$ cat config.mk
export PLATFORM = sky130hd
export DESIGN_NAME = multicycle_ctrl
export DESIGN_NICKNAME = d
export VERILOG_FILES = /design/src/rtl/multicycle_ctrl.sv
export SDC_FILE = /design/constraint.sdc
export NUM_CORES = 1
export LEC_CHECK = 0
export BUFFER_PORTS_ARGS = -buffer_cell sky130_fd_sc_hd__buf_2
export CORE_ASPECT_RATIO = 1.1
export CORE_MARGIN = 10
export CORE_UTILIZATION = 43
export DETAILED_ROUTE_END_ITERATION = 12
export PLACE_DENSITY = 0.78
export SLEW_MARGIN = 20
export SYNTH_ARGS = -nofsm -noshare
export SYNTH_HDL_FRONTEND = slang
export SYNTH_SLANG_ARGS = --single-unit
$ cat constraint.sdc
create_clock -name clk -period 2 [get_ports clk]
set_clock_uncertainty 0.05 [all_clocks]
set_input_delay 0.1 -clock clk [delete_from_list [all_inputs] [get_ports clk]]
set_output_delay 0.1 -clock clk [all_outputs]
set_load 0.03 [all_outputs]
$ cat src/rtl/multicycle_ctrl.sv
// Main sequencer for the RISC-V multicycle core: a Moore FSM that walks each
// instruction through fetch/decode/execute/memory/writeback and drives the datapath.
module multicycle_ctrl (
  input  logic       clk,
  input  logic       reset,
  input  logic [6:0] op,
  input  logic [2:0] funct3,
  input  logic       funct7b5,
  input  logic       Zero,
  output logic       PCWrite,
  output logic       AdrSrc,
  output logic       MemWrite,
  output logic       IRWrite,
  output logic [1:0] ResultSrc,
  output logic [1:0] ALUSrcA,
  output logic [1:0] ALUSrcB,
  output logic       RegWrite,
  output logic [1:0] ImmSrc,
  output logic [2:0] ALUControl,
  output logic       InstrDone,
  output logic [3:0] State
);

  typedef enum logic [3:0] {
    S_FETCH    = 4'd0,
    S_DECODE   = 4'd1,
    S_MEMADR   = 4'd2,
    S_MEMREAD  = 4'd3,
    S_MEMWB    = 4'd4,
    S_MEMWRITE = 4'd5,
    S_EXECUTER = 4'd6,
    S_EXECUTEI = 4'd7,
    S_ALUWB    = 4'd8,
    S_BEQ      = 4'd9,
    S_JAL      = 4'd10
  } state_t;

  typedef enum logic [1:0] {
    ALUOP_ADD   = 2'd0,
    ALUOP_SUB   = 2'd1,
    ALUOP_FUNCT = 2'd2
  } aluop_t;

  localparam logic [6:0] OP_LW  = 7'b0000011;
  localparam logic [6:0] OP_SW  = 7'b0100011;
  localparam logic [6:0] OP_R   = 7'b0110011;
  localparam logic [6:0] OP_I   = 7'b0010011;
  localparam logic [6:0] OP_BEQ = 7'b1100011;
  localparam logic [6:0] OP_JAL = 7'b1101111;

  state_t state;

  logic legal_op;
  assign legal_op = (op == OP_LW) || (op == OP_SW) || (op == OP_R) ||
                    (op == OP_I)  || (op == OP_BEQ) || (op == OP_JAL);

  always_ff @(posedge clk) begin
    if (reset) begin
      state <= S_FETCH;
    end else begin
      case (state)
        S_FETCH:  state <= S_DECODE;
        S_DECODE: begin
          case (op)
            OP_LW, OP_SW: state <= S_MEMADR;
            OP_R:         state <= S_EXECUTER;
            OP_I:         state <= S_EXECUTEI;
            OP_BEQ:       state <= S_BEQ;
            OP_JAL:       state <= S_JAL;
            default:      state <= S_FETCH;
          endcase
        end
        S_MEMADR:   state <= (op == OP_SW) ? S_MEMWRITE : S_MEMREAD;
        S_MEMREAD:  state <= S_MEMWB;
        S_EXECUTER: state <= S_ALUWB;
        S_EXECUTEI: state <= S_ALUWB;
        S_JAL:      state <= S_ALUWB;
        default:    state <= S_FETCH;  // terminal states and unused codes 11-15
      endcase
    end
  end

  // Reset presents FETCH selects but with every enable held low, so an
  // instruction aborted mid-flight cannot write anything.
  state_t cur;
  logic   pc_update, branch, ir_write, mem_write, reg_write, done;
  aluop_t alu_op;

  always_comb begin
    cur       = reset ? S_FETCH : state;
    pc_update = 1'b0;
    branch    = 1'b0;
    ir_write  = 1'b0;
    mem_write = 1'b0;
    reg_write = 1'b0;
    done      = 1'b0;
    alu_op    = ALUOP_ADD;
    AdrSrc    = 1'b0;
    ResultSrc = 2'b00;
    ALUSrcA   = 2'b00;
    ALUSrcB   = 2'b00;
    case (cur)
      S_FETCH: begin
        ir_write  = 1'b1;
        ALUSrcB   = 2'b10;
        ResultSrc = 2'b10;
        pc_update = 1'b1;
      end
      S_DECODE: begin
        ALUSrcA = 2'b01;
        ALUSrcB = 2'b01;
        done    = ~legal_op;
      end
      S_MEMADR: begin
        ALUSrcA = 2'b10;
        ALUSrcB = 2'b01;
      end
      S_MEMREAD: AdrSrc = 1'b1;
      S_MEMWB: begin
        ResultSrc = 2'b01;
        reg_write = 1'b1;
        done      = 1'b1;
      end
      S_MEMWRITE: begin
        AdrSrc    = 1'b1;
        mem_write = 1'b1;
        done      = 1'b1;
      end
      S_EXECUTER: begin
        ALUSrcA = 2'b10;
        alu_op  = ALUOP_FUNCT;
      end
      S_EXECUTEI: begin
        ALUSrcA = 2'b10;
        ALUSrcB = 2'b01;
        alu_op  = ALUOP_FUNCT;
      end
      S_ALUWB: begin
        reg_write = 1'b1;
        done      = 1'b1;
      end
      S_BEQ: begin
        ALUSrcA = 2'b10;
        alu_op  = ALUOP_SUB;
        branch  = 1'b1;
        done    = 1'b1;
      end
      S_JAL: begin
        ALUSrcA   = 2'b01;
        ALUSrcB   = 2'b10;
        pc_update = 1'b1;
      end
      default: ;
    endcase
  end

  // Subtract only for R-type with funct7b5; addi ignores that bit.
  always_comb begin
    ALUControl = 3'b000;
    case (alu_op)
      ALUOP_SUB: ALUControl = 3'b001;
      ALUOP_FUNCT: begin
        case (funct3)
          3'b000:  ALUControl = (op[5] & funct7b5) ? 3'b001 : 3'b000;
          3'b010:  ALUControl = 3'b101;
          3'b110:  ALUControl = 3'b011;
          3'b111:  ALUControl = 3'b010;
          default: ALUControl = 3'b000;
        endcase
      end
      default: ALUControl = 3'b000;
    endcase
  end

  always_comb begin
    case (op)
      OP_SW:   ImmSrc = 2'b01;
      OP_BEQ:  ImmSrc = 2'b10;
      OP_JAL:  ImmSrc = 2'b11;
      default: ImmSrc = 2'b00;
    endcase
  end

  assign PCWrite   = ~reset & (pc_update | (branch & Zero));
  assign IRWrite   = ~reset & ir_write;
  assign MemWrite  = ~reset & mem_write;
  assign RegWrite  = ~reset & reg_write;
  assign InstrDone = ~reset & done;
  assign State     = cur;

endmodule

* After elaboration in Yosys (flattened, before gate mapping) *
Cells that the tools add are included.

cells by class
  add/sub/neg operators = 0
  multiply operators = 0
  divide/modulo/power cells = 0
  $lt $le $gt $ge = 0
  equality and inequality tests = 27
  shifts and indexed selects = 0
  multiplexer cells = 19
  bitwise operators = 10
  reductions and logical operators = 18

operators with widths
  cell                                                                    number
  4-bit one-hot mux with 5 select lines                                   2
  4-bit by 3-bit equality test with 1-bit output (second input constant)  6
  4-bit by 2-bit equality test with 1-bit output (second input constant)  4
  4-bit equality test (second input constant)                             4
  2-bit one-hot mux with 2 select lines                                   4
  7-bit by 6-bit equality test with 1-bit output (second input constant)  2
  7-bit equality test (second input constant)                             2
  3-bit one-hot mux with 4 select lines                                   1
  2-bit OR reduction                                                      6
  4-bit by 1-bit equality test with 1-bit output (second input constant)  2
  4-bit zero test                                                         2
  4-bit OR reduction                                                      2
  1-bit AND                                                               7
  7-bit by 2-bit equality test with 1-bit output (second input constant)  1
  7-bit by 5-bit equality test with 1-bit output (second input constant)  1
  1-bit two-way mux                                                       7
  3-bit equality test (second input constant)                             2
  2-bit one-hot mux with 3 select lines                                   1
  3-bit one-hot mux with 2 select lines                                   1
  3-bit OR reduction                                                      2
  1-bit logical OR                                                        5
  4-bit two-way mux                                                       1
  3-bit by 2-bit equality test with 1-bit output (second input constant)  1
  3-bit zero test                                                         1
  6 further kinds                                                         7

word-level totals
  register bits after elaboration = 4
  bits in latches = 0
  RAM bits = 0
  ROM bits = 0
  output and inout port bits = 21
  logic and storage cells = 75
  memories kept = 0

* Logic depth before layout (Yosys ltp) *
  depth in word-level cells = 9
  mapped depth = 8
  depth with buffers taken out = 7

* Least setup slack after synthesis *
No wires, ideal clock.

  kind = register to output
  start = reg state[1]
  end = out ALUControl[2]
  data arrival time = 2.659 ns
  path slack = -0.809 ns
  cell stages (with the launch flop) = 8
  buffers on the path = 1
  cells stage by stage = dfxtp_1 buf_2 inv_1 nor2_1 and2_1 inv_1 ha_1 nor4_1

on the way
  cells in the longest elaborated chain, start to end = 6
  elaborated cells between the ends (all ways) = 9
  those cells by class = 5 x eq/ne; 3 x mux; 1 x reduce/logical

ends and longest elaborated chain
  what                                                                                   line  source
  start, declared                                                                        51    state_t state;
  start signal, assigned                                                                 73    S_MEMADR: state <= (op == OP_SW) ? S_MEMWRITE : S_MEMREAD;
  4-bit two-way mux (*)                                                                  90    cur = reset ? S_FETCH : state;
  net State[1]                                                                           21    output logic [3:0] State
  4-bit by 3-bit equality test with 1-bit output                                         102   case (cur)
  2-bit OR reduction (no line)                                                           --
  2-bit one-hot mux with 2 select lines (*)                                              102
  2-bit equality test or 2-bit by 1-bit equality test with 1-bit output (tied branches)  160   case (alu_op)
  3-bit one-hot mux with 2 select lines (*)                                              160
  end, declared                                                                          19    output logic [2:0] ALUControl,

The timed path passes the listed nets; every way through them passes the cells marked *.

* Worst setup path in the final report *
  start = reg state[3]
  end = out ALUControl[0]

on the way
  cells in the longest elaborated chain, start to end = 6
  elaborated cells between the ends (all ways) = 9
  those cells by class = 5 x eq/ne; 3 x mux; 1 x reduce/logical

ends and longest elaborated chain
  what                                                                                   line
  4-bit two-way mux (*)                                                                  90
  4-bit by 3-bit equality test with 1-bit output                                         102
  2-bit OR reduction (no line)                                                           --
  2-bit one-hot mux with 2 select lines (*)                                              102
  2-bit equality test or 2-bit by 1-bit equality test with 1-bit output (tied branches)  160
  3-bit one-hot mux with 2 select lines (*)                                              160

Mark *: on every way between the ends. The rest lies on a longest branch, timed or not.

==> key figures <==
Outcome
  – Status: finished, final reports clean

STA
  – Setup slack after layout: 0.133 ns
  – Slew at the pin closest to its max-slew limit: 0.306 ns
  – Max frequency: 0.536 GHz
  – Setup TNS: 0 ns
  – Setup violations, final: 0
  – Hold Violations, Final: 0
  – Relative slew slack: 0.796
  – Hold WS: 0.205 ns
  – Slew Limit Fails: 0
  – Part of the cycle the worst path needs: 0.934
  – Minimum clock period: roughly 1.9 ns
  – Unrepaired setup endpoints after global routing: no

Global routing
  – First-pass GRT wire length: ~3600 um
  – Number of global-route vias before repair: 795
  – Total grt overflow: 0
  – Largest net degree at the start of global routing: 19
  – Initial antenna violation count: 0
  – Global-route usage over all layers: 0.121

Clock network
  – Htree depth: 1
  – Clock Latency Late Sink: 0.24 ns
  – CTS root buffer: clkbuf_4
  – Register clock-pin slew on the reported worst setup and hold paths: about 0.04 ns
  – CTS tree: yes
  – CTS Buf Count: 3
  – Bufs on Longest Clock Path: 2
  – TritonCTS Sinks: 4

Placed design
  – Cell Area, Placed: 861 um^2
  – Dpl ws: 0.111 ns
  – Post-detail-place hpwl: 1750 um
  – Port buffer count: 34
  – GPL Wtd Cong: approximately 0.84
  – Dpl cells: 141

Cells and area
  – Post-layout util: 0.660
  – FILL cells: 121
  – Diode count: 0
  – Register Area: 85.1 um^2
  – Largest Register: state
  – Layout cells sized above 1: 0.422
  – Regs by FF count: state (4)
  – Design area: a little over 900 um^2
  – Area growth, synth to finish: 42.9%
  – Max reg flops: 4
  – Post-route non-filler standard cell count: 144
  – Area of the multi-input gates: 554 um^2
  – Fin nets: 146

Synthesis
  – Synth area leaders: dfxtp_1 13%, nor2b_1 6.8%, xnor2_1 5.5%
  – Cell with the most instances after synthesis: nor2_1
  – Sequential area share after synthesis: 0.125
  – Cells after Synth: 93
  – Synth Register Bits: 4
  – Share of the synthesized area in the top cell type: 0.125
  – Post-Syn Area: 639 um^2
  – Post-synth EDFFs: 0
  – Synth area leader: dfxtp_1
  – Synth Flop Type: dfxtp_1
  – Post-synthesis cell type count: 35
  – Asr flop ratio synth: 0
  – Most common library cells after synthesis: 9 x nor2_1, 7 x nand2_1, 7 x nor2b_1
  – Net Count, Synth: 109
  – Synth warnings: 0
  – Syn avg cell area: 6.87 um^2

Min path
  – Min-delay worst type: input port to register

Pwr
  – Worst VDD drop: 0.172 mV
  – PwrDens: 333 nW/um^2
  – Tot Pwr: roughly 0.3 mW
  – Leakage power: 0.449 nW

Worst setup path
  – Worst endpoint required time: 1.85 ns
  – Startpoint Class: register
  – Worst setup EP type: output port
  – Crit Path Category: register to output port
  – Top fanout value on the critical path: 18
  – CP arrival: 1.72 ns

Die
  – Die ar.: 3430 um^2
  – Die Ht: 60.4 um
  – # rows: 14
  – Initial Utilization: 0.462
  – # IOs: 35
  – Core ar.: 1380 um^2
  – Die W: about 57 um

Detailed routing
  – TritonRoute pass-1 iters: 4
  – Post-Route WL: 2190 um
  – 1st-iter DRT viols: 23
  – DR WL/cell: between 15 and 20 um
  – Vias per cell: 5.78
  – Vias: 833
  – Detail Route Antenna Nets: 0
  – Residual DRC: 0

Job
  – Max-cap violations: 0
==> worst max-delay path, cell delays in order (launching register included) <==
cell and delay, ns:
dfxtp_1 0.41, buf_6 0.20, nand3_1 0.12, ha_1 0.24, nor2b_1 0.13, o21ai_1 0.11, a21oi_2 0.08, clkbuf_4 0.18
==> power by group <==
| part | switching (mW) | leakage (nW) | internal, mW |
|---|---|---|---|
| sequential | 0.00175 | 0.0339 | 0.0809 |
| clock | 0.0370 | 0.0138 | 0.0674 |
| combinational | 0.0742 | 0.401 | 0.0425 |
==> metal layers <==
metal  vias to the layer above  part of all wire  wire (um)  track usage
li1                        412                 -          -            -
met5                         -                 0          0            0
met3                         2             0.064        141       0.0355
met2                        33              0.52       1140        0.212
met1                       386              0.40        884        0.144
met4                         0             0.012         27       0.0302
==> layout make-up <==
class	count	area share
tap	16	0.0219
multi-input combinational	78	0.607
inverter	5	0.0205
sequential	4	0.0932
timing repair buffer	38	0.233
clock buffer	3	0.0247
==> worst paths after layout <==
| path | startpoint | to | slack [ns] | depth (start not counted) |
|---|---|---|---|---|
| worst max-delay path | state[3]$_SDFF_PP0_ | ALUControl[0] | 0.13 | 7 |
| worst min-delay path | op[2] | state[3]$_SDFF_PP0_ | 0.21 | 4 |
| worst max register to register | state[3]$_SDFF_PP0_ | state[1]$_SDFF_PP0_ | 0.39 | 4 |
| worst min register to register | state[2]$_SDFF_PP0_ | state[1]$_SDFF_PP0_ | 0.59 | 2 |
==> timing repair <==
item | 4_1_cts | 5_1_grt
hold buffers | 0 | 0
resized for setup | 6 | 6
cloned | 0 | 0
pin swaps | 0 | 1
setup buffers | 0 | 0
setup endpoints to repair | 1 | 2
==> cells by family (layout without fill, tap and decap cells) <==
logic type | count (synthesis) | count (layout) | share of synthesized area
muxes | 1 | 1 | 0.0157
and+or+nand+nor | 50 | 50 | 0.448
xor gates and xnor gates | 4 | 4 | 0.0548
AOI/OAI and AO/OA | 21 | 21 | 0.237
adders and majority gates | 2 | 2 | 0.0391
buffers and inverters | 11 | 46 | 0.0802
DFF | 4 | 4 | 0.125
==> cell usage in the layout (no fill, tap or decap), types with 2 or more instances in the layout <==
cell type | synthesis | final
nor3_1 | 5 | 5
buf_6 | 1 | 2
and3b_1 | 3 | 3
buf_4 | 0 | 3
o21ai_1 | 1 | 2
ha_1 | 2 | 2
inv_1 | 5 | 4
xnor2_1 | 4 | 4
and3_1 | 4 | 4
o32ai_1 | 2 | 2
clkbuf_4 | 0 | 4
a211oi_1 | 3 | 3
buf_2 | 2 | 32
dfxtp_1 | 4 | 2
nor2b_1 | 7 | 5
a21oi_1 | 4 | 3
nand2_1 | 7 | 7
o21ai_0 | 3 | 2
a21o_1 | 2 | 2
nor2_1 | 9 | 7
nand3_1 | 4 | 4
or3_1 | 3 | 3
No activity file was read; power rests on OpenSTA's default activity.
